$ cat src/rtl/ball_engine_if.sv
`default_nettype none
// ============================================================================
// Module      : ball_if
// Description : Frame-control inputs and position/status outputs of the
//               ball motion/collision engine.
// Revision    : 1.0 - initial release
// ============================================================================
interface ball_if #(
    parameter int N_ENEMY = 4,
    parameter int W       = 10
);
    logic                 frame_tick;
    logic                 enable;
    logic [3:0]           keys;
    logic [W-1:0]         x_bola_aliada;
    logic [W-1:0]         y_bola_aliada;
    logic [N_ENEMY*W-1:0] x_bola_inimiga;
    logic [N_ENEMY*W-1:0] y_bola_inimiga;
    logic [W-1:0]         raio;
    logic                 perdeu;
    logic                 busy;
    logic                 update_done;

    modport master (
        output frame_tick, enable, keys,
        input  x_bola_aliada, y_bola_aliada, x_bola_inimiga, y_bola_inimiga,
               raio, perdeu, busy, update_done
    );

    modport slave (
        input  frame_tick, enable, keys,
        output x_bola_aliada, y_bola_aliada, x_bola_inimiga, y_bola_inimiga,
               raio, perdeu, busy, update_done
    );
endinterface
`default_nettype wire

$ cat src/rtl/ball_engine.sv
`default_nettype none
// ============================================================================
// Module      : ball_engine
// Description : Per-frame ally/enemy ball motion with edge bounce and sticky
//               box-collision detection; outputs change only on publish.
// Revision    : 1.0 - initial release
// ============================================================================
module ball_engine #(
    parameter int N_ENEMY   = 4,
    parameter int W         = 10,
    parameter int H_RES     = 640,
    parameter int V_RES     = 480,
    parameter int RAIO      = 5,
    parameter int ALLY_STEP = 4,
    parameter int EN_SPEED  = 2,
    parameter int EN_X0     = 100,
    parameter int EN_DX0    = 60,
    parameter int EN_Y0     = 100
) (
    input wire   CLOCK_50,
    input wire   reset_n,
    ball_if.slave bus
);
    localparam int              c_IDX_W  = (N_ENEMY > 1) ? $clog2(N_ENEMY) : 1;
    localparam logic [c_IDX_W-1:0] c_LAST = c_IDX_W'(N_ENEMY - 1);
    localparam logic [W:0]      c_X_MAX  = (W+1)'(H_RES - 1 - RAIO);
    localparam logic [W:0]      c_Y_MAX  = (W+1)'(V_RES - 1 - RAIO);
    localparam logic [W:0]      c_RAIO   = (W+1)'(RAIO);
    localparam logic [W:0]      c_STEP   = (W+1)'(ALLY_STEP);
    localparam logic [W:0]      c_SPEED  = (W+1)'(EN_SPEED);
    localparam logic [W:0]      c_HIT    = (W+1)'(2 * RAIO);

    localparam logic [2:0] c_ST_IDLE    = 3'd0;
    localparam logic [2:0] c_ST_ALLY    = 3'd1;
    localparam logic [2:0] c_ST_ENEMY   = 3'd2;
    localparam logic [2:0] c_ST_COLLIDE = 3'd3;
    localparam logic [2:0] c_ST_PUBLISH = 3'd4;

    logic [2:0]         r_state;
    logic [c_IDX_W-1:0] r_idx;
    logic [W-1:0]       r_ax, r_ay, r_out_ax, r_out_ay;
    logic [W-1:0]       r_ex [N_ENEMY];
    logic [W-1:0]       r_ey [N_ENEMY];
    logic [W-1:0]       r_out_ex [N_ENEMY];
    logic [W-1:0]       r_out_ey [N_ENEMY];
    logic [N_ENEMY-1:0] r_dx, r_dy;
    logic               r_hit, r_perdeu, r_busy, r_done;

    logic [W-1:0]       w_ax_nxt, w_ay_nxt;
    logic [W:0]         w_ex_mv, w_ey_mv;
    logic [W:0]         w_adx, w_ady;
    logic               w_hit;

    // Clamped ally move; W+1-bit arithmetic keeps the upper overshoot from wrapping.
    function automatic logic [W-1:0] f_ally_move(input logic [W:0] pos, input logic inc,
                                                 input logic dec, input logic [W:0] lim);
        logic [W:0] w_pos;
        w_pos = pos;
        if (inc && !dec)
            w_pos = (pos + c_STEP > lim) ? lim : pos + c_STEP;
        else if (dec && !inc)
            w_pos = (pos < c_RAIO + c_STEP) ? c_RAIO : pos - c_STEP;
        return W'(w_pos);
    endfunction

    // Returns {direction(1 = increasing), new position}.
    function automatic logic [W:0] f_enemy_move(input logic [W:0] pos, input logic dir_pos,
                                                input logic [W:0] lim);
        logic [W:0] w_pos;
        logic       w_dir;
        w_pos = pos;
        w_dir = dir_pos;
        if (dir_pos) begin
            if (pos + c_SPEED > lim) begin
                w_pos = lim;
                w_dir = 1'b0;
            end else begin
                w_pos = pos + c_SPEED;
            end
        end else begin
            if (pos < c_RAIO + c_SPEED) begin
                w_pos = c_RAIO;
                w_dir = 1'b1;
            end else begin
                w_pos = pos - c_SPEED;
            end
        end
        return {w_dir, W'(w_pos)};
    endfunction

    always_comb begin
        w_ax_nxt = f_ally_move({1'b0, r_ax}, bus.keys[0], bus.keys[1], c_X_MAX);
        w_ay_nxt = f_ally_move({1'b0, r_ay}, bus.keys[2], bus.keys[3], c_Y_MAX);
        w_ex_mv  = f_enemy_move({1'b0, r_ex[r_idx]}, r_dx[r_idx], c_X_MAX);
        w_ey_mv  = f_enemy_move({1'b0, r_ey[r_idx]}, r_dy[r_idx], c_Y_MAX);
        w_adx    = (r_ax >= r_ex[r_idx]) ? {1'b0, r_ax - r_ex[r_idx]} : {1'b0, r_ex[r_idx] - r_ax};
        w_ady    = (r_ay >= r_ey[r_idx]) ? {1'b0, r_ay - r_ey[r_idx]} : {1'b0, r_ey[r_idx] - r_ay};
        w_hit    = (w_adx <= c_HIT) && (w_ady <= c_HIT);
    end

    always_ff @(posedge CLOCK_50 or negedge reset_n) begin
        if (!reset_n) begin
            r_state  <= c_ST_IDLE;
            r_idx    <= '0;
            r_ax     <= W'(300);
            r_ay     <= W'(300);
            r_out_ax <= W'(300);
            r_out_ay <= W'(300);
            for (int i = 0; i < N_ENEMY; i++) begin
                r_ex[i]     <= W'(EN_X0 + i * EN_DX0);
                r_ey[i]     <= W'(EN_Y0);
                r_out_ex[i] <= W'(EN_X0 + i * EN_DX0);
                r_out_ey[i] <= W'(EN_Y0);
                r_dx[i]     <= (i % 2 == 0);
                r_dy[i]     <= ((i / 2) % 2 == 0);
            end
            r_hit    <= 1'b0;
            r_perdeu <= 1'b0;
            r_busy   <= 1'b0;
            r_done   <= 1'b0;
        end else begin
            r_done <= 1'b0;
            case (r_state)
                c_ST_IDLE: begin
                    if (bus.frame_tick && bus.enable && !r_perdeu) begin
                        r_state <= c_ST_ALLY;
                        r_busy  <= 1'b1;
                        r_hit   <= 1'b0;
                    end
                end
                c_ST_ALLY: begin
                    r_ax    <= w_ax_nxt;
                    r_ay    <= w_ay_nxt;
                    r_idx   <= '0;
                    r_state <= c_ST_ENEMY;
                end
                c_ST_ENEMY: begin
                    r_ex[r_idx] <= w_ex_mv[W-1:0];
                    r_dx[r_idx] <= w_ex_mv[W];
                    r_ey[r_idx] <= w_ey_mv[W-1:0];
                    r_dy[r_idx] <= w_ey_mv[W];
                    if (r_idx == c_LAST) begin
                        r_idx   <= '0;
                        r_state <= c_ST_COLLIDE;
                    end else begin
                        r_idx <= r_idx + c_IDX_W'(1);
                    end
                end
                c_ST_COLLIDE: begin
                    if (w_hit)
                        r_hit <= 1'b1;
                    if (r_idx == c_LAST) begin
                        r_idx   <= '0;
                        r_state <= c_ST_PUBLISH;
                    end else begin
                        r_idx <= r_idx + c_IDX_W'(1);
                    end
                end
                c_ST_PUBLISH: begin
                    r_out_ax <= r_ax;
                    r_out_ay <= r_ay;
                    for (int i = 0; i < N_ENEMY; i++) begin
                        r_out_ex[i] <= r_ex[i];
                        r_out_ey[i] <= r_ey[i];
                    end
                    r_perdeu <= r_perdeu | r_hit;
                    r_done   <= 1'b1;
                    r_busy   <= 1'b0;
                    r_state  <= c_ST_IDLE;
                end
                default: begin
                    r_state <= c_ST_IDLE;
                    r_busy  <= 1'b0;
                end
            endcase
        end
    end

    for (genvar i = 0; i < N_ENEMY; i++) begin : g_pack
        assign bus.x_bola_inimiga[i*W +: W] = r_out_ex[i];
        assign bus.y_bola_inimiga[i*W +: W] = r_out_ey[i];
    end

    assign bus.x_bola_aliada = r_out_ax;
    assign bus.y_bola_aliada = r_out_ay;
    assign bus.raio          = W'(RAIO);
    assign bus.perdeu        = r_perdeu;
    assign bus.busy          = r_busy;
    assign bus.update_done   = r_done;
endmodule
`default_nettype wire

$ cat src/flat_wrapper.sv
// flat-port wrapper written by rule: the top's interface ports become plain ports
module ball_engine_flat 
#(
    parameter int N_ENEMY   = 4,
    parameter int W         = 10,
    parameter int H_RES     = 640,
    parameter int V_RES     = 480,
    parameter int RAIO      = 5,
    parameter int ALLY_STEP = 4,
    parameter int EN_SPEED  = 2,
    parameter int EN_X0     = 100,
    parameter int EN_DX0    = 60,
    parameter int EN_Y0     = 100
)
  (CLOCK_50, reset_n, bus_frame_tick, bus_enable, bus_keys, bus_x_bola_aliada, bus_y_bola_aliada, bus_x_bola_inimiga, bus_y_bola_inimiga, bus_raio, bus_perdeu, bus_busy, bus_update_done);
  ball_if #(.N_ENEMY(N_ENEMY), .W(W)) bus_i ();
  input wire CLOCK_50;
  input wire reset_n;
  input wire logic [$bits(bus_i.frame_tick)-1:0] bus_frame_tick;
  input wire logic [$bits(bus_i.enable)-1:0] bus_enable;
  input wire logic [$bits(bus_i.keys)-1:0] bus_keys;
  output wire logic [$bits(bus_i.x_bola_aliada)-1:0] bus_x_bola_aliada;
  output wire logic [$bits(bus_i.y_bola_aliada)-1:0] bus_y_bola_aliada;
  output wire logic [$bits(bus_i.x_bola_inimiga)-1:0] bus_x_bola_inimiga;
  output wire logic [$bits(bus_i.y_bola_inimiga)-1:0] bus_y_bola_inimiga;
  output wire logic [$bits(bus_i.raio)-1:0] bus_raio;
  output wire logic [$bits(bus_i.perdeu)-1:0] bus_perdeu;
  output wire logic [$bits(bus_i.busy)-1:0] bus_busy;
  output wire logic [$bits(bus_i.update_done)-1:0] bus_update_done;
  assign bus_i.frame_tick = bus_frame_tick;
  assign bus_i.enable = bus_enable;
  assign bus_i.keys = bus_keys;
  assign bus_x_bola_aliada = bus_i.x_bola_aliada;
  assign bus_y_bola_aliada = bus_i.y_bola_aliada;
  assign bus_x_bola_inimiga = bus_i.x_bola_inimiga;
  assign bus_y_bola_inimiga = bus_i.y_bola_inimiga;
  assign bus_raio = bus_i.raio;
  assign bus_perdeu = bus_i.perdeu;
  assign bus_busy = bus_i.busy;
  assign bus_update_done = bus_i.update_done;
  ball_engine #(.N_ENEMY(N_ENEMY), .W(W), .H_RES(H_RES), .V_RES(V_RES), .RAIO(RAIO), .ALLY_STEP(ALLY_STEP), .EN_SPEED(EN_SPEED), .EN_X0(EN_X0), .EN_DX0(EN_DX0), .EN_Y0(EN_Y0)) u_core (.CLOCK_50(CLOCK_50), .reset_n(reset_n), .bus(bus_i));
endmodule
$ cat config.mk
export PLATFORM = sky130hd
export DESIGN_NAME = ball_engine_flat
export DESIGN_NICKNAME = d
export VERILOG_FILES = /design/src/rtl/ball_engine_if.sv /design/src/rtl/ball_engine.sv /design/src/flat_wrapper.sv
export SDC_FILE = /design/constraint.sdc
export NUM_CORES = 1
export LEC_CHECK = 0
export BUFFER_PORTS_ARGS = -buffer_cell sky130_fd_sc_hd__buf_4
export CAP_MARGIN = 20
export CORE_MARGIN = 2
export CORE_UTILIZATION = 55
export CTS_BUF_LIST = sky130_fd_sc_hd__clkbuf_16
export DETAILED_ROUTE_END_ITERATION = 8
export PLACE_DENSITY = 0.75
export REMOVE_ABC_BUFFERS = 1
export SYNTH_ARGS = -nofsm -noshare
export SYNTH_HDL_FRONTEND = slang
export SYNTH_SLANG_ARGS = --single-unit
$ cat constraint.sdc
create_clock -name CLOCK_50 -period 5.4 [get_ports CLOCK_50]
set_input_delay 0.54 -clock CLOCK_50 [delete_from_list [all_inputs] [get_ports CLOCK_50]]
set_output_delay 0.54 -clock CLOCK_50 [all_outputs]
set_load 0.005 [all_outputs]
==> summary.log, run 1 <==
INFO  routing        first_iter_violations=881
INFO  setup_path     worstPathBufferInverterCount=0
INFO  logic_synthesis ys_ff_latch=217
INFO  setup_path     dominant_delay_contributor_by_cell_family_on_the_critical_path=compound AO/OA/AOI/OAI gates
INFO  setup_path     timing.critical_path.from_type=flip-flop
INFO  timing         final.setup_skew=10.5ps
INFO  logic_synthesis yosysWarningCount=0
INFO  global_route   grt_max_degree=107
INFO  clocking       inserted_clock_buffers=24
INFO  floorplanning  fp.coreArea=0.0225sqmm
INFO  setup_path     largest_fanout_on_the_critical_path=17
INFO  clocking       ctsHtreeMaxLevel=1
INFO  routing        ant_nets=0
INFO  power_and_ir_drop p_per_area=739mW/mm^2
INFO  logic_synthesis synth-main-ff-cell=dfrtp_1
INFO  clocking       clkLatencyLatePin=520ps
INFO  timing         grt_setup_unrepaired=false
INFO  run_status     result_of_the_run=completed
INFO  floorplanning  die_height=155um
INFO  floorplanning  dieArea=0.0241sqmm
INFO  power_and_ir_drop p_total=10600uW
INFO  min_path       hp-class=in -> async
INFO  timing         setup_slack=1050ps
INFO  cells_and_area area_growth_syn_to_layout=13.7%
INFO  power_and_ir_drop cellLeakagePower=0.00654uW
INFO  setup_path     worst_ep_arrival_time=4780ps
INFO  floorplanning  fp.dieW=155um
INFO  placement      routabilityCongestion=0.971
INFO  floorplanning  io_pins=121
INFO  logic_synthesis async_reset_ff_share=100%
INFO  cells_and_area finish.utilization=63.5%
INFO  logic_synthesis seq_area_frac_synth=43.9%
INFO  setup_path     cp_cell_sequence=mux4_2 -> ha_1 -> a21o_1 -> a2111oi_0 -> a31o_2 -> o2bb2ai_1 -> mux2i_1 -> o2111a_1 -> o2111ai_1 -> o31ai_1
INFO  global_route   globalRouteOverflowTotal=0
INFO  clocking       clock_root_cell=clkbuf_16
INFO  setup_path     worstSetupPathType=reg -> reg
INFO  timing         worst_hold_slack=48.9ps
INFO  logic_synthesis post_synth_main_area_contributors=dfrtp_1, dfstp_2, mux2_2, ha_1, o21ai_0
INFO  setup_path     highest_cell_delay_on_the_worst_timing_path=790ps
INFO  placement      place.port_buffers=110
INFO  run            number_of_maximum_capacitance_violations=0
INFO  logic_synthesis yosys.cell_types.count=82
INFO  timing         timing.final.hold_violations=0
INFO  timing         fmaxAchievable=230MHz
INFO  clocking       post_cts_resize_count=0
INFO  cells_and_area n_antenna_cell=0
INFO  routing        route.detailed.wl_per_inst=18.7um
INFO  routing        route.final.wire_length=30600um
INFO  clocking       postCtsHoldBufs=0
INFO  routing        dr.pass1.iters=7
INFO  logic_synthesis synth_edf_count=0
INFO  timing         min_period=4350ps
INFO  global_route   grt_usage=25.9%
INFO  logic_synthesis netlist_instances=1257
INFO  logic_synthesis synth_area=0.0126sqmm
INFO  timing         final_max_slew_viol_count=0
INFO  timing         worstMarginPinSlew=945ps
INFO  setup_path     cp_slowest_cell=a2111oi_0
INFO  global_route   grt_antenna_before_repair=0
INFO  floorplanning  row_count=55
INFO  cells_and_area final_layout_size_suffix_gt1_share=28.1%
INFO  power_and_ir_drop ir_worst_vdd=0.318mV
INFO  setup_path     worstPathRequired=5830ps
INFO  placement      detailed_placer_s_ending_hpwl=21800um
INFO  logic_synthesis yosysTopAreaCellShare=29.3%
INFO  routing        route.detailed.drc=0
INFO  floorplanning  initial_core_util=55.8%
INFO  setup_path     worst_setup_path_end_kind=flip-flop
INFO  timing         layout_worst_path_cycle_share=80.6%
INFO  timing         finalSetupViolCount=0
INFO  routing        detailroute.via_count=9867
INFO  global_route   grt_first_pass_wirelength=50900um
INFO  logic_synthesis yosysTopAreaCell=dfrtp_1
INFO  clocking       clock_sinks=217
INFO  global_route   grt_pass1_vias=9734
INFO  placement      placement.setup.worst_slack=1120ps
INFO  clocking       postCtsSetupBuffers=0
INFO  routing        route.detailed.vias_per_inst=6.03
INFO  clocking       max-clock-path-buffers=3
INFO  timing         slew-limit-headroom=37.0%
INFO  clocking       tritoncts=built
INFO  clocking       clkTransAtPathRegs=60ps
INFO  cells_and_area design.final.nets=1402
INFO  logic_synthesis syn_area_per_cell=9.99squm
[through the flow]
stage / instances / area [sq um] / TNS (ps)
CTS: 1636 / 14300 / 0
global route: 1637 / 14300 / 0
floorplan: 1186 / 12200 / -352410
detailed placement: 1592 / 13500 / 0
finish: 1637 / 14300 / 0
global placement: 1591 / 13500 / 0
[sequential cells by signal, indices dropped and copies added (netlist names)]
| name | flops |
|---|---|
| u_core.bus.x_bola_aliada | 10 |
| u_core.bus.x_bola_inimiga | 40 |
| u_core.r_dy | 4 |
| u_core.r_ay | 10 |
| u_core.r_hit | 1 |
| u_core.r_ax | 10 |
| u_core.bus.y_bola_aliada | 10 |
| u_core.r_dx | 4 |
| u_core.bus.busy | 1 |
| u_core.bus.update_done | 1 |
| u_core.r_idx | 2 |
| u_core.r_ey | 40 |
| u_core.bus.perdeu | 1 |
| u_core.bus.y_bola_inimiga | 40 |
| u_core.r_ex | 40 |
| u_core.r_state | 3 |
[Yosys cell counts (all sizes together) (4+ instances only)]
master and count:
a211oi 7, a21o 14, a21oi 47, a221oi 5, a22oi 8, a31oi 16, and2 4, and3 13
buf 20, clkbuf 59, dfrtp 147, dfstp 70, fa 4, ha 56, inv 65, mux2 103
mux2i 10, mux4 20, nand2 150, nand2b 4, nand3 25, nand4 13, nor2 60, nor2b 9
nor3 21, nor4 10, o2111ai 6, o211a 6, o21a 18, o21ai 140, o221ai 4, o22ai 9
o31ai 13, or2 11, or3 7, xnor2 23
[final timing paths]
| kind | from | cells after the start | to | slack (ps) |
|---|---|---|---|---|
| min in group CLOCK_50 | u_core.r_ex[27] | 2 | u_core.r_ex[27] | 470 |
| worst max-delay path | u_core.r_idx[0] | 10 | u_core.r_hit | 1050 |
| worst min-delay path | reset_n | 1 | u_core.r_ay[6] | 50 |
| max in group asynchronous | reset_n | 2 | u_core.r_idx[0] | 4000 |
| worst max register to register | u_core.r_idx[0] | 10 | u_core.r_hit | 1050 |
| worst min register to register | u_core.r_ex[27] | 2 | u_core.r_ex[27] | 470 |
[cell usage in the layout (no fill, tap or decap), drive strengths merged, types with 12 or more instances in the layout]
cell type | Yosys | final
nand2 | 150 | 150
dfrtp | 147 | 147
o21ai | 140 | 140
buf | 20 | 121
mux2 | 103 | 103
dfstp | 70 | 70
inv | 65 | 69
nor2 | 60 | 60
ha | 56 | 56
a21oi | 47 | 47
nand3 | 25 | 25
clkbuf | 59 | 25
xnor2 | 23 | 23
nor3 | 21 | 21
mux4 | 20 | 20
o21a | 18 | 18
a31oi | 16 | 16
a21o | 14 | 14
and3 | 13 | 13
nand4 | 13 | 13
o31ai | 13 | 13
clkinv | 0 | 12
[per-layer routing]
layer	GRT usage (%)	vias to the layer above	share of wire [%]
li1	-	4666	-
met4	8.51	0	3.0
met2	43.4	349	49
met5	0	-	0
met1	35.2	4784	43
met3	3.04	68	5.5
[cells by family (layout without fill, tap and decap cells)]
family / Yosys count / after routing / synth area share [%]
xor+xnor: 26 / 26 / 1.81
buf+inv: 144 / 231 / 4.80
mux: 133 / 133 / 13.6
simple gates: 344 / 344 / 12.9
compound gates: 331 / 331 / 16.7
flops: 217 / 217 / 43.9
other cells: 2 / 10 / 0.0598
fa+ha+maj: 60 / 60 / 6.21
[final cells by class]
cell class	instances	area [sq um]
Clock buffer	24	601
Clock inverter	20	166
Fill cell	1876	8220
Inverter	65	244
Multi-Input combinational cell	904	6480
Sequential cell	217	5520
Tap cell	285	357
Timing Repair Buffer	122	921
[power by group]
part           total (uW)  internal, uW  switching, uW
clock network        1580           911            666
registers            3000          2380            619
logic                5980          2490           3490
(Power assumes the default switching activity.)
==> inputs of run 2 (changes only) <==
==> constraint.sdc (replaced) <==
create_clock -name CLOCK_50 -period 4.2 [get_ports CLOCK_50]
set_input_delay 0.42 -clock CLOCK_50 [delete_from_list [all_inputs] [get_ports CLOCK_50]]
set_output_delay 0.42 -clock CLOCK_50 [all_outputs]
set_load 0.005 [all_outputs]
==> summary.log, run 2 (synthesis gave the netlist of run 1 again) <==
INFO  floorplanning  fp.coreArea=0.0225sqmm
INFO  routing        route.detailed.vias_per_inst=6.08
INFO  global_route   grt_max_degree=129
INFO  clocking       max-clock-path-buffers=3
INFO  clocking       clkTransAtPathRegs=70ps
INFO  min_path       min_to=u_core.r_state[0]
INFO  setup_path     worstPathRequired=4630ps
INFO  min_path       min_from=bus_enable
INFO  setup_path     worstSetupPathType=reg -> reg
INFO  routing        ant_nets=0
INFO  floorplanning  fp.dieW=155um
INFO  timing         sum_of_negative_setup_slack=0ps
INFO  min_path       timing.hold.worst_path_depth=4
INFO  setup_path     worst_setup_path_end_kind=flip-flop
INFO  cells_and_area design.final.nets=1416
INFO  setup_path     highest_cell_delay_on_the_worst_timing_path=650ps
INFO  floorplanning  initial_core_util=55.8%
INFO  routing        route.detailed.wl_per_inst=19.0um
INFO  cells_and_area final_layout_size_suffix_gt1_share=29.0%
INFO  timing         fmaxAchievable=258MHz
INFO  global_route   grt_usage=26.0%
INFO  global_route   grt_first_pass_wirelength=51000um
INFO  setup_path     cp_cell_sequence=buf_4 -> mux4_2 -> ha_1 -> a21o_1 -> a21o_1 -> or3_1 -> a211oi_1 -> nand4_1 -> o22ai_1 -> o2111ai_1 -> o31ai_1
INFO  routing        detailroute.via_count=10044
INFO  min_path       hp-class=in -> reg
INFO  setup_path     timing.critical_path.from_type=flip-flop
INFO  power_and_ir_drop cellLeakagePower=0.00665uW
INFO  cells_and_area n_antenna_cell=0
INFO  cells_and_area most_common_cell_after_layout_fill_and_taps_aside=nand2_1
INFO  placement      placement.setup.worst_slack=207ps
INFO  clocking       clock_root_cell=clkbuf_16
INFO  timing         final.setup_skew=9.29ps
INFO  routing        route.final.wire_length=31400um
INFO  setup_path     worstPathBufferInverterCount=1
INFO  floorplanning  die_height=155um
INFO  setup_path     worst_ep_arrival_time=4300ps
INFO  timing         finalSetupViolCount=0
INFO  setup_path     cp_slowest_cell=mux4_2
INFO  setup_path     critical_path.reg2reg.startpoint=u_core.r_idx[0]
INFO  setup_path     largest_fanout_on_the_critical_path=14
INFO  timing         setup_slack=329ps
INFO  power_and_ir_drop sw_frac_of_total=44.8%
INFO  power_and_ir_drop p_sw=6270uW
INFO  power_and_ir_drop ir_worst_vdd=0.494mV
INFO  run_status     result_of_the_run=completed
INFO  power_and_ir_drop power_report.internal_total=7740uW
INFO  placement      routabilityCongestion=0.925
INFO  timing         min_period=3870ps
INFO  power_and_ir_drop power_frac_clock=16.0%
INFO  global_route   grt_pass1_vias=9616
INFO  clocking       tritoncts=built
INFO  power_and_ir_drop combPwrFrac=56.6%
INFO  setup_path     dominant_delay_contributor_by_cell_family_on_the_critical_path=compound AO/OA/AOI/OAI gates
INFO  power_and_ir_drop p_per_area=966mW/mm^2
INFO  routing        first_iter_violations=895
INFO  setup_path     crit_path_frequent_cell=a21o_1
INFO  power_and_ir_drop p_seq_share=27.4%
INFO  timing         grt_setup_unrepaired=false
INFO  clocking       ctsHtreeMaxLevel=1
INFO  cells_and_area layout_common_cells=nand2_1, dfrtp_1, buf_4
INFO  clocking       clock_sinks=217
INFO  floorplanning  dieArea=0.0241sqmm
INFO  timing         final_max_slew_viol_count=0
INFO  cells_and_area area_growth_syn_to_layout=15.4%
INFO  timing         timing.final.hold_violations=0
INFO  placement      detailed_placer_s_ending_hpwl=22500um
INFO  routing        route.detailed.drc=0
INFO  run            number_of_maximum_capacitance_violations=0
INFO  timing         worst_hold_slack=382ps
INFO  clocking       inserted_clock_buffers=25
INFO  floorplanning  io_pins=121
INFO  timing         worstMarginPinSlew=994ps
INFO  placement      place.port_buffers=110
INFO  setup_path     r2r_end=u_core.r_hit
INFO  timing         layout_worst_path_cycle_share=92.2%
INFO  setup_path     reg2reg_depth=11
INFO  routing        dr.pass1.iters=6
INFO  floorplanning  row_count=55
INFO  timing         slew-limit-headroom=32.8%
INFO  clocking       clkLatencyLatePin=530ps
INFO  global_route   grt_antenna_before_repair=0
INFO  setup_path     r2r_setup_slack=330ps
INFO  setup_path     critical_path_depth=11
INFO  global_route   globalRouteOverflowTotal=0
## run 2: power groups by stage
stage,registers [uW],clock network [uW],logic (uW)
floorplan,3630,0,5410
global placement,3850,0,7670
detailed placement,3870,0,7710
CTS,3840,2290,7780
global route,3950,2360,8720
finish,3850,2240,7930
## run 2: cell type report
type	instances	area, sq um
Inverter	65	244
Tap cell	285	357
Clock buffer	25	626
Sequential cell	217	5520
Fill cell	1804	8000
Clock inverter	21	230
Timing Repair Buffer	135	1040
Multi-Input combinational cell	904	6490
## run 2: worst reg2reg max path, delay by kind of cell (launching register included)
kind,cells,cell delay (ps)
and+or+nand+nor,2,430
buffers and inverters,1,320
muxes,1,660
DFF,1,580
AOI/OAI and AO/OA,6,1350
adders and majority gates,1,440
## run 2: timing repair
| item | CTS | global route |
|---|---|---|
| setup endpoints to repair | 0 | 1 |
| hold buffers | 1 | 0 |
| gates resized for setup | 0 | 2 |
| setup buffers | 0 | 2 |
| endpoints found under the hold margin | 5 | 0 |
## run 2: per-stage QoR
step                      util (%)  total power [uW]  cell area, sq um  instances
after floorplan                  -              9050             12200       1186
after global placement        60.5             11500             13600       1603
after detailed placement      60.5             11600             13600       1603
after CTS                     64.3             13900             14500       1650
after global routing          64.4             15000             14500       1652
final                         64.4             14000             14500       1652
## run 2: metal layers
layer | vias to the layer above | GRT usage, % | share of wire, % | wire length [um]
li1 | 4701 | - | - | -
met1 | 4899 | 35.5 | 43 | 13600
met2 | 379 | 43.9 | 49 | 15200
met3 | 65 | 2.70 | 5.5 | 1720
met4 | 0 | 8.42 | 2.6 | 802
met5 | - | 0 | 0 | 0
## run 2: worst max-delay path by stage
| stage | startpoint | end | slack, ps |
|---|---|---|---|
| 2_1_floorplan | u_core.r_state[0] | u_core.bus.x_bola_aliada[2] | -4670 |
| 3_5_place_dp | u_core.r_idx[0] | u_core.r_hit | 210 |
| 3_3_place_gp | u_core.r_idx[0] | u_core.r_hit | 270 |
| 5_1_grt | u_core.r_idx[0] | u_core.r_hit | 30 |
| 6_report | u_core.r_idx[0] | u_core.r_hit | 330 |
| 4_1_cts | u_core.r_idx[0] | u_core.r_hit | 210 |
